[config.mk]
export PLATFORM = sky130hd
export DESIGN_NAME = jump_sequencer_flat
export DESIGN_NICKNAME = d
export VERILOG_FILES = /design/src/rtl/jump_sequencer_if.sv /design/src/rtl/jump_sequencer.sv /design/src/flat_wrapper.sv
export SDC_FILE = /design/constraint.sdc
export NUM_CORES = 1
export LEC_CHECK = 0
export ABC_AREA = 1
export CORE_MARGIN = 8
export CORE_UTILIZATION = 40
export DETAILED_ROUTE_END_ITERATION = 16
export GPL_ROUTABILITY_DRIVEN = 0
export PLACE_DENSITY = 0.65
export SYNTH_ARGS = -nofsm -noshare
export SYNTH_HDL_FRONTEND = slang
export SYNTH_SLANG_ARGS = --single-unit
[constraint.sdc]
create_clock -name clk -period 1.54 [get_ports clk]
set_clock_uncertainty 0.2 [all_clocks]
set_input_delay 0.231 -clock clk [delete_from_list [all_inputs] [get_ports clk]]
set_output_delay 0.231 -clock clk [all_outputs]
set_load 0.02 [all_outputs]
[src/rtl/jump_sequencer_if.sv]
// Doodle game-flow bus: step/button/platform inputs in, one-hot flags, scroll and score out.
// The hiscore signal exists only when JUMP_SEQ_HISCORE_EN is defined.
interface jump_sequencer_if;
  localparam int unsigned YPOS_W  = 10;
  localparam int unsigned SCORE_W = 8;

  logic                tick;
  logic                start;
  logic                land;
  logic [YPOS_W-1:0]   ypos;
  logic                q_I;
  logic                q_Up;
  logic                q_Down;
  logic                q_Done;
  logic [YPOS_W-1:0]   scroll;
  logic [SCORE_W-1:0]  score;
`ifdef JUMP_SEQ_HISCORE_EN
  logic [SCORE_W-1:0]  hiscore;

  modport master (output tick, start, land, ypos,
                  input  q_I, q_Up, q_Down, q_Done, scroll, score, hiscore);
  modport slave  (input  tick, start, land, ypos,
                  output q_I, q_Up, q_Down, q_Done, scroll, score, hiscore);
`else
  modport master (output tick, start, land, ypos,
                  input  q_I, q_Up, q_Down, q_Done, scroll, score);
  modport slave  (input  tick, start, land, ypos,
                  output q_I, q_Up, q_Down, q_Done, scroll, score);
`endif
endinterface

[src/rtl/jump_sequencer.sv]
// Init/Up/Down/Done game-flow FSM: jump height, landings, falls, platform scroll and score.
// Optional best-score register enabled by defining JUMP_SEQ_HISCORE_EN.
module jump_sequencer #(
  parameter int unsigned JUMP_HEIGHT = 120,
  parameter int unsigned STEP        = 2,
  parameter int unsigned FLOOR_Y     = 505,
  parameter int unsigned SCROLL_Y    = 200
) (
  input  logic              clk,
  input  logic              rst,
  jump_sequencer_if.slave   bus
);
  localparam int unsigned JUMP_W  = 8;
  localparam int unsigned POS_W   = 10;
  localparam int unsigned SCORE_W = 8;

  typedef enum logic [1:0] {
    INI  = 2'd0,
    UP   = 2'd1,
    DOWN = 2'd2,
    DONE = 2'd3
  } state_e;

  state_e               state_q, state_d;
  logic [JUMP_W-1:0]    jump_cnt_q, jump_cnt_d;
  logic [POS_W-1:0]     scroll_q, scroll_d;
  logic [SCORE_W-1:0]   score_q, score_d;
`ifdef JUMP_SEQ_HISCORE_EN
  logic [SCORE_W-1:0]   hiscore_q, hiscore_d;
`endif

  // Next-state and counter updates; only start transitions ignore tick.
  always_comb begin
    state_d    = state_q;
    jump_cnt_d = jump_cnt_q;
    scroll_d   = scroll_q;
    score_d    = score_q;
`ifdef JUMP_SEQ_HISCORE_EN
    hiscore_d  = hiscore_q;
`endif
    case (state_q)
      INI: begin
        if (bus.start) begin
          state_d    = UP;
          jump_cnt_d = '0;
          scroll_d   = '0;
          score_d    = '0;
        end
      end
      UP: begin
        if (bus.tick) begin
          if (bus.ypos <= POS_W'(SCROLL_Y)) scroll_d = scroll_q + POS_W'(STEP);
          // Last climbing step compares the pre-increment count so it never exceeds the height.
          if (jump_cnt_q == JUMP_W'(JUMP_HEIGHT - STEP)) begin
            state_d    = DOWN;
            jump_cnt_d = '0;
          end else begin
            jump_cnt_d = jump_cnt_q + JUMP_W'(STEP);
          end
        end
      end
      DOWN: begin
        if (bus.tick) begin
          if (bus.land) begin
            state_d    = UP;
            jump_cnt_d = '0;
            if (score_q != {SCORE_W{1'b1}}) score_d = score_q + SCORE_W'(1);
          end else if (bus.ypos >= POS_W'(FLOOR_Y)) begin
            state_d = DONE;
`ifdef JUMP_SEQ_HISCORE_EN
            if (score_q > hiscore_q) hiscore_d = score_q;
`endif
          end
        end
      end
      DONE: begin
        if (bus.start) state_d = INI;
      end
      default: state_d = INI;
    endcase
  end

  always_ff @(posedge clk or negedge rst) begin
    if (!rst) begin
      state_q    <= INI;
      jump_cnt_q <= '0;
      scroll_q   <= '0;
      score_q    <= '0;
`ifdef JUMP_SEQ_HISCORE_EN
      hiscore_q  <= '0;
`endif
    end else begin
      state_q    <= state_d;
      jump_cnt_q <= jump_cnt_d;
      scroll_q   <= scroll_d;
      score_q    <= score_d;
`ifdef JUMP_SEQ_HISCORE_EN
      hiscore_q  <= hiscore_d;
`endif
    end
  end

  // Flags decode straight from the state register, no input-to-output path.
  assign bus.q_I    = (state_q == INI);
  assign bus.q_Up   = (state_q == UP);
  assign bus.q_Down = (state_q == DOWN);
  assign bus.q_Done = (state_q == DONE);
  assign bus.scroll = scroll_q;
  assign bus.score  = score_q;
`ifdef JUMP_SEQ_HISCORE_EN
  assign bus.hiscore = hiscore_q;
`endif

endmodule

[src/flat_wrapper.sv]
// flat-port wrapper written by rule: the top's interface ports become plain ports
module jump_sequencer_flat 
#(
  parameter int unsigned JUMP_HEIGHT = 120,
  parameter int unsigned STEP        = 2,
  parameter int unsigned FLOOR_Y     = 505,
  parameter int unsigned SCROLL_Y    = 200
)
  (clk, rst, bus_tick, bus_start, bus_land, bus_ypos, bus_q_I, bus_q_Up, bus_q_Down, bus_q_Done, bus_scroll, bus_score);
  jump_sequencer_if bus_i ();
  input  logic clk;
  input  logic rst;
  input wire logic [$bits(bus_i.tick)-1:0] bus_tick;
  input wire logic [$bits(bus_i.start)-1:0] bus_start;
  input wire logic [$bits(bus_i.land)-1:0] bus_land;
  input wire logic [$bits(bus_i.ypos)-1:0] bus_ypos;
  output wire logic [$bits(bus_i.q_I)-1:0] bus_q_I;
  output wire logic [$bits(bus_i.q_Up)-1:0] bus_q_Up;
  output wire logic [$bits(bus_i.q_Down)-1:0] bus_q_Down;
  output wire logic [$bits(bus_i.q_Done)-1:0] bus_q_Done;
  output wire logic [$bits(bus_i.scroll)-1:0] bus_scroll;
  output wire logic [$bits(bus_i.score)-1:0] bus_score;
  assign bus_i.tick = bus_tick;
  assign bus_i.start = bus_start;
  assign bus_i.land = bus_land;
  assign bus_i.ypos = bus_ypos;
  assign bus_q_I = bus_i.q_I;
  assign bus_q_Up = bus_i.q_Up;
  assign bus_q_Down = bus_i.q_Down;
  assign bus_q_Done = bus_i.q_Done;
  assign bus_scroll = bus_i.scroll;
  assign bus_score = bus_i.score;
  jump_sequencer #(.JUMP_HEIGHT(JUMP_HEIGHT), .STEP(STEP), .FLOOR_Y(FLOOR_Y), .SCROLL_Y(SCROLL_Y)) u_core (.clk(clk), .rst(rst), .bus(bus_i));
endmodule
==> Word level (Yosys, flattened, before mapping) <==
Index checks and enable logic that the tools add are counted.
{ "op_classes": {"n_lt_le_gt_ge": 2, "n_reduce_logical": 8, "n_mux": 22, "eq_ne": 14, "n_addsub": 3} }
{ "op_table": {"columns": ["operator", "count"], "rows": [
  ["$mux 8", 8],
  ["$mux 10", 3],
  ["$pmux 8 s3", 1],
  ["$pmux 10 s2", 1],
  ["$pmux 8 s2", 1],
  ["$mux 2", 7],
  ["$add 10x2->10 const B", 1],
  ["$ge 10x9->1 const B", 1],
  ["$le 10x8->1 const B", 1],
  ["$ne 2x2->1 const B", 5],
  ["$reduce_and 5->1", 2],
  ["$add 8x1->8 const B", 1],
  ["$add 8x2->8 const B", 1],
  ["$eq 8x7->1 const B", 1],
  ["$ne 8x8->1 const B", 1],
  ["$pmux 2 s4", 1],
  ["$ne 2x1->1 const B", 3],
  ["$reduce_and 6->1", 1],
  ["$eq 2x2->1 const B", 2],
  ["$reduce_and 4->1", 1],
  ["$reduce_bool 2->1", 2],
  ["$ne 3x2->1 const B", 1],
  ["$reduce_bool 3->1", 1],
  ["$eq 2x1->1 const B", 1],
  ["$logic_not 2->1", 1]
]} }
{ "word_totals": {"in_bits": 15, "register_bits": 28} }

==> Depth between registers and ports, before layout <==
Gate-level depths: netlist (run 1).
{ "logic_depth": {"word_depth": 5, "depth_mapped": 9, "ltp_nobuf": 9} }

==> Least setup slack after synthesis (run 1) <==
OpenSTA, ideal clock, no wires.
{ "synth_timing": {"path_type": "reg2reg", "startpoint": "register u_core.score_q[1], in the netlist u_core.bus.score[1]", "endpoint": "register u_core.score_q[1], in the netlist u_core.bus.score[1]", "stages_incl_launch_ff": 9, "slack_ns": -0.180, "period_less_slack_ns": 1.720, "path_buffers": 1, "setup_time_ns": 0.074, "t_arrival_ns": 1.446, "cell_sequence": "dfrtp_1 > ha_1 > inv_1 > nor2_1 > nand3_1 > nand3_4 > buf_8 > nand2_1 > o21ai_2"} }
{ "synth_between": {"elab_chain_len": 5, "word_cells_on_any_way": 8} }
{ "synth_rtl": {"columns": ["element", "line", "source"], "rows": [
  ["start, declared", "jump_sequencer.sv:27", "logic [SCORE_W-1:0] score_q, score_d;"],
  ["start signal, assigned", "jump_sequencer.sv:96", "score_q <= score_d;"],
  ["$add 8x1->8", "jump_sequencer.sv:67", "if (score_q != {SCORE_W{1'b1}}) score_d = score_q + SCORE_W'(1);"],
  ["$mux 8", "jump_sequencer.sv:67", null],
  ["$mux 8", "jump_sequencer.sv:64", "if (bus.land) begin"],
  ["$mux 8", "jump_sequencer.sv:63", "if (bus.tick) begin"],
  ["$pmux 8 s2", "jump_sequencer.sv:41", "case (state_q)"]
]} }
Parallel ways exist; a longest one is shown, timed or not. The select of a mux whose other input is x is not followed.
A chain may end at the register's enable or synchronous reset.

==> Final worst setup path (run 1) <==
{ "layout_timing": {"startpoint": "register u_core.state_q[1]", "endpoint": "register u_core.jump_cnt_q[1]"} }
{ "layout_between": {"elab_chain_len": 3, "word_cells_on_any_way": 10} }
{ "layout_rtl": {"columns": ["element", "line", "source"], "rows": [
  ["start, declared", "jump_sequencer.sv:24", "state_e state_q, state_d;"],
  ["start signal, assigned", "jump_sequencer.sv:93", "state_q <= state_d;"],
  ["$eq 2x1->1, or another cell as far along", "jump_sequencer.sv:41", null],
  ["$ne 2x2->1 (no line) or $reduce_bool 3->1 (tied branches)", null, null],
  ["$reduce_and 5->1 (no line)", null, null],
  ["end signal, assigned", "jump_sequencer.sv:94", "jump_cnt_q <= jump_cnt_d;"],
  ["end, declared", "jump_sequencer.sv:25", "logic [JUMP_W-1:0] jump_cnt_q, jump_cnt_d;"]
]} }
Parallel ways exist; a longest one is shown, timed or not.

==> out/summary.txt, run 1 <==
Outcome = complete, but fails checks
Failing checks = negative setup slack
Total CTS buffers = 3
Core Util, Final = 65.42%
Initial core utilization = 41.95%
PortBufs = 35
Maxcap violations = 0
WHS = 0.09474 ns
Placed cells = 395
DRT iter0 DRCs = 58
Vias per Instance = 4.831
Drt first pass iters = 4
Worst-Skew Late Latency = 0.28 ns
Std-Cell Rows = 24
DIE WIDTH = 84.04 um
Filler Cell Count = 376
Core Region = 4414 sq um
Crit. End Element = flop
Cts hold-fix bufs = 0
Finished Cell Area = 2888 sq um
Synth Area per Inst = 6.567 sq um
Dpl cell area = 2500 sq um
Sequential area share after synthesis = 35.14%
Post-synth EDFFs = 0
Root buf cell = clkbuf_8
Synth Flop Type = dfrtp_1
Period utilisation layout = 112.8%
CTS tree = yes
Post-route minimum period = 1.737 ns
# setup viols final = 29
PwrDens = 1333 nW/um^2
Hold Crit Class = input pin to asynchronous set/reset pin
WP data required = 1.51 ns
Ys async rst share = 100.0%
Yosys Warn Count = 0
Post-Route WL = 4.917 mm
RSZ-0062 raised after global routing = yes
First-pass GRT wire length = 8.638 mm
Clock-pin slew on the worst setup and hold paths = 0.09 ns
Peak VDD IR = 0.8880 mV
Initial antenna violation count = 0
Slack of the critical path = -0.1968 ns
Yosys cell types = 29
Flops & latches, synth = 26
Commonest non-fill, non-tap cell in the layout = nand2_1
Pleak = 1.499 nW
Max Buffers Root-to-Sink = 2
H-Tree Level Count = 1
Syn nets = 300
Largest net degree at the start of global routing = 27
Antenna diodes = 0
Routed Antenna Nets = 0
R2R depth = 11
Non-filler cells, final = 414
GR Overflow Total = 0
Fin nets = 381
CTS Sinks = 26
# DRC = 0
Die Ht = 84.04 um
Achievable Freq = 575.8 MHz
GRT Total Usage = 14.19%
CP arrival = 1.71 ns
Area Overhead vs Synth = 55.95%
DP HPWL = 3.422 mm
Layout cells sized above 1 = 34.53%
Crit start category = flop
Final Max Tran Viols = 0
Netlist Area Pre-Place = 1852 sq um
Die area = 7063 sq um
Number of global-route vias before repair = 1,983
Most frequent cells in the layout = nand2_1 (77), inv_1 (32), buf_4 (32), nor2_1 (31), nand3_1 (25)
Routed WL per cell = 11.88 um
Num ports = 37
DR vias = 2,000
Mapped Cells = 282
CP Max Fanout = 5
WS Path Type = flop to flop
Fin. Hold Viols = 0
## cells in the mapped netlist, types with 3 or more instances
cell type	instances	share of area [%]
o21bai_1	4	1.6
dfrtp_1	26	35
nand2_2	6	2.0
o21ai_1	4	1.1
nand2_1	103	21
nand3_1	28	7.6
nand4_1	8	2.7
xnor2_1	3	1.4
o21ai_2	6	2.8
inv_1	34	6.9
ha_1	3	2.0
nor2_4	3	1.8
inv_2	4	0.81
nor2_1	35	7.1
## routing by layer
layer | up-vias | wire (um) | track usage [%]
met4 | 0 | 44 | 4.239
met5 | - | 0 | 0
met2 | 46 | 2555 | 25.35
met3 | 5 | 258 | 3.125
li1 | 1047 | - | -
met1 | 902 | 2058 | 16.22
## area by class of cell
| class | instances | area (sq um) | area share (%) |
|---|---|---|---|
| repair buffers | 77 | 679.4 | 23.53 |
| inverters | 39 | 155.1 | 5.373 |
| multi-input cells | 216 | 1275 | 44.15 |
| flip-flops and latches | 26 | 658.1 | 22.79 |
| well taps | 52 | 65.06 | 2.253 |
| clock buffers | 4 | 55.05 | 1.906 |
## state kept, by name, indices dropped and copies added, names as in the netlist
name,flops
u_core.state_q,2
u_core.bus.score,8
u_core.jump_cnt_q,7
u_core.bus.scroll,9
## power breakdown
group	leakage (nW)	total (mW)	switching (mW)	internal, mW
clock network	0.0288	0.457	0.227	0.229
registers	0.348	0.917	0.128	0.789
logic	1.12	2.47	1.41	1.07
total	1.50	3.85	1.76	2.09
## worst max-delay path, cell delays in order (launching register included)
cell,delay [ns]
dfrtp_2,0.43
buf_6,0.12
inv_4,0.04
nor2_4,0.04
buf_6,0.11
nand2_4,0.06
nand2_4,0.06
nor2_4,0.21
buf_4,0.16
nand2_4,0.06
nor2_1,0.10
a21oi_1,0.05
## cells by family after synthesis
logic type / share of synthesized area, %
simple gates: 44.53
buf+inv: 9.661
flops: 35.13
compound gates: 6.554
xor+xnor: 1.892
fa+ha+maj: 2.027
other cells: 0.2025
## worst paths after layout
kind                                        endpoint                 from  slack [ns]
worst max-delay path            u_core.jump_cnt_q[1]    u_core.state_q[1]       -0.20
worst min-delay path            u_core.bus.scroll[2]                  rst        0.09
worst max register to register  u_core.jump_cnt_q[1]    u_core.state_q[1]       -0.20
worst min register to register   u_core.bus.score[1]  u_core.bus.score[1]        0.34
max in group asynchronous          u_core.state_q[0]                  rst        0.86
min in group clk                 u_core.bus.score[1]  u_core.bus.score[1]        0.34
## metrics by stage
| stage | worst slack [ns] | power (mW) | TNS (ns) |
|---|---|---|---|
| floorplan | -0.04120 | 1.941 | -0.1990 |
| global placement | -0.2637 | 2.520 | -5.666 |
| detailed placement | -0.2872 | 2.528 | -6.031 |
| CTS | -0.2046 | 3.470 | -3.802 |
| global route | -0.2926 | 4.104 | -6.425 |
| finish | -0.1968 | 3.849 | -4.043 |
## repair_timing
item | in CTS | in global routing
gates resized for setup | 74 | 46
pin swaps | 7 | 21
gates cloned | 2 | 1
setup buffers | 9 | 4
endpoints found under the setup margin | 47 | 34
Note: power is estimated with default switching activity, not from simulation.
==> run 2: changes to the inputs <==
--- a/config.mk
+++ b/config.mk
@@ -8,8 +8,8 @@
 export ABC_AREA = 1
 export CORE_MARGIN = 8
-export CORE_UTILIZATION = 40
+export CORE_UTILIZATION = 30
 export DETAILED_ROUTE_END_ITERATION = 16
 export GPL_ROUTABILITY_DRIVEN = 0
-export PLACE_DENSITY = 0.65
+export PLACE_DENSITY = 0.51
 export SYNTH_ARGS = -nofsm -noshare
 export SYNTH_HDL_FRONTEND = slang
--- a/constraint.sdc
+++ b/constraint.sdc
@@ -3,3 +3,3 @@
 set_input_delay 0.231 -clock clk [delete_from_list [all_inputs] [get_ports clk]]
 set_output_delay 0.231 -clock clk [all_outputs]
-set_load 0.02 [all_outputs]
+set_load 0.005 [all_outputs]
==> out/summary.txt, run 2 (synthesized netlist as in run 1, its figures left out) <==
Root buf cell = clkbuf_8
# DRC = 0 (unchanged)
Layout cells sized above 1 = 37.28% (+2.7 points)
Peak per-stage delay on the critical path = 0.43 ns (about the same)
Largest net degree at the start of global routing = 27 (unchanged)
Post-route minimum period = 1.681 ns (-0.05543 ns)
Failing checks = negative setup slack
Finished Cell Area = 3097 sq um (+7.2%)
P_sw = 1.702 mW (-3.4%)
Achievable Freq = 594.8 MHz (+3.3%)
Die Ht = 94.57 um (+13%)
GR Overflow Total = 0 (unchanged)
Cell family with most CP delay = simple AND/OR/NAND/NOR gates
Maxcap violations = 0 (unchanged)
Flip-flop count of the largest register after layout = 9 (unchanged)
CP arrival = 1.66 ns (-0.05 ns)
Slack of the critical path = -0.1413 ns (+0.05543 ns)
WP data required = 1.52 ns (about the same)
Hold Crit Class = input pin to asynchronous set/reset pin
Reg power frac = 22.3% (-1.5 points)
PortBufs = 35 (unchanged)
DR vias = 2,123 (+6.2%)
CP Cell Sequence = buf_6 > inv_4 > nor2_4 > nand2_2 > nand2_4 > nor2_4 > buf_6 > nand2_8 > nor2_4 > a21oi_2
Fin. Hold Viols = 0 (unchanged)
Drt first pass iters = 4 (unchanged)
CP Max Fanout = 5 (unchanged)
Most frequent cells in the layout = nand2_1 (88), buf_4 (58), inv_1 (31), nor2_1 (26)
Outcome = complete, but fails checks
Slowest cell on crit path = dfrtp_2
Antenna diodes = 0 (unchanged)
Fin nets = 408 (+7.1%)
Std-Cell Rows = 28 (+17%)
CTS Sinks = 26 (unchanged)
Number of global-route vias before repair = 2,141 (+8.0%)
CP dominant cell by count = nor2_4
Vias per Instance = 4.575 (-5.3%)
Initial core utilization = 31.09% (-11 points)
Crit. End Element = flop
# setup viols final = 21 (-28%)
Dpl cell area = 2571 sq um (+2.9%)
Post-Route WL = 5.683 mm (+16%)
Share of power burned in combinational logic = 65.5% (+1.2 points)
H-Tree Level Count = 1 (unchanged)
GRT Total Usage = 13.00% (-1.2 points)
Die area = 8943 sq um (+27%)
Worst-Skew Late Latency = 0.28 ns (about the same)
Peak VDD IR = 0.6080 mV (-32%)
Period utilisation layout = 109.2% (-3.6 points)
Routed Antenna Nets = 0 (unchanged)
First-pass GRT wire length = 9.480 mm (+9.7%)
Max Buffers Root-to-Sink = 2 (unchanged)
Area Overhead vs Synth = 67.23%
Routed WL per cell = 12.25 um (+3.1%)
Num ports = 37 (unchanged)
Sw frac = 43.80% (-2.0 points)
CTS tree = yes
Total CTS buffers = 3 (unchanged)
Pleak = 1.633 nW (+8.9%)
DRT iter0 DRCs = 85 (+47%)
DIE WIDTH = 94.57 um (+13%)
Initial antenna violation count = 0 (unchanged)
WS Path Type = flop to flop
Clk pwr share = 12.2% (+0.3 points)
Cts hold-fix bufs = 0 (unchanged)
Critical path buffer and inverter count = 3 (-1)
Setup slack after placement = -0.2625 ns (+0.02478 ns)
PwrDens = 1255 nW/um^2 (-5.9%)
RSZ-0062 raised after global routing = yes
Crit start category = flop
Final Max Tran Viols = 0 (unchanged)
Core Region = 5956 sq um (+35%)
DP HPWL = 3.739 mm (+9.3%)
Clock-pin slew on the worst setup and hold paths = 0.10 ns (about the same)
P_int = 2.183 mW (+4.7%)
Commonest non-fill, non-tap cell in the layout = nand2_1
[run 2: cell types whose count changed in the layout (fill, tap and decap cells not counted), moves of 3 or more]
cell / previous run / this run
nand2_2: 22 / 16
dlygate4sd2_1: 12 / 15
nand3_1: 25 / 22
buf_4: 32 / 58
nor2_2: 1 / 4
nor2_1: 31 / 26
nand2_4: 10 / 5
nand2_1: 77 / 88
nand3_2: 3 / 6
[run 2: cell type report]
class,count,area [sq um]
clock buffers,4,55.05
fillers,597,2859
inverters,39,162.7
multi-input cells,215,1231
flip-flops and latches,26,655.6
well taps,75,93.84
repair buffers,105,898.4
[run 2: metrics by stage]
stage	util [%]	power, mW	hold slack, ns	cells	setup TNS (ns)
2_1_floorplan	-	1.805	-0.2646	282	0
3_3_place_gp	43.17	2.499	0.3282	424	-5.552
3_5_place_dp	43.17	2.508	0.3275	424	-6.014
4_1_cts	48.32	3.383	0.1020	454	-1.616
5_1_grt	52.00	4.165	0.1061	464	-4.188
6_report	52.00	3.886	0.08838	464	-2.174
[run 2: worst paths after layout]
kind,slack (ns),end,cells after the start,from
setup / recovery,-0.14,u_core.jump_cnt_q[1],10,u_core.state_q[1]
min in group clk,0.36,u_core.jump_cnt_q[5],2,u_core.jump_cnt_q[5]
hold / removal,0.09,u_core.state_q[1],2,rst
hold reg to reg,0.36,u_core.jump_cnt_q[5],2,u_core.jump_cnt_q[5]
setup reg to reg,-0.14,u_core.jump_cnt_q[1],10,u_core.state_q[1]
max in group asynchronous,0.86,u_core.bus.scroll[3],2,rst
[run 2: what timing repair did]
action                     4_1_cts  5_1_grt
gates cloned                     1        1
resized for setup               60       45
setup endpoints to repair       44       34
pin swaps                        8       26
buffers inserted                25        9
[run 2: layer usage]
metal | global-route usage [%] | up-vias | share of wire (%)
met5 | 0 | - | 0
met4 | 3.511 | 0 | 1.0
met3 | 2.063 | 5 | 3.5
met2 | 25.20 | 39 | 54
met1 | 14.10 | 979 | 42
li1 | - | 1100 | -
[run 2: power by group through the flow]
stage	Clock, mW	Sequential, mW	Combinational, mW
after global routing	0.517	0.882	2.77
after global placement	0	0.898	1.60
final	0.473	0.868	2.54
after CTS	0.489	0.861	2.03
after detailed placement	0	0.903	1.60
after floorplan	0	0.910	0.895
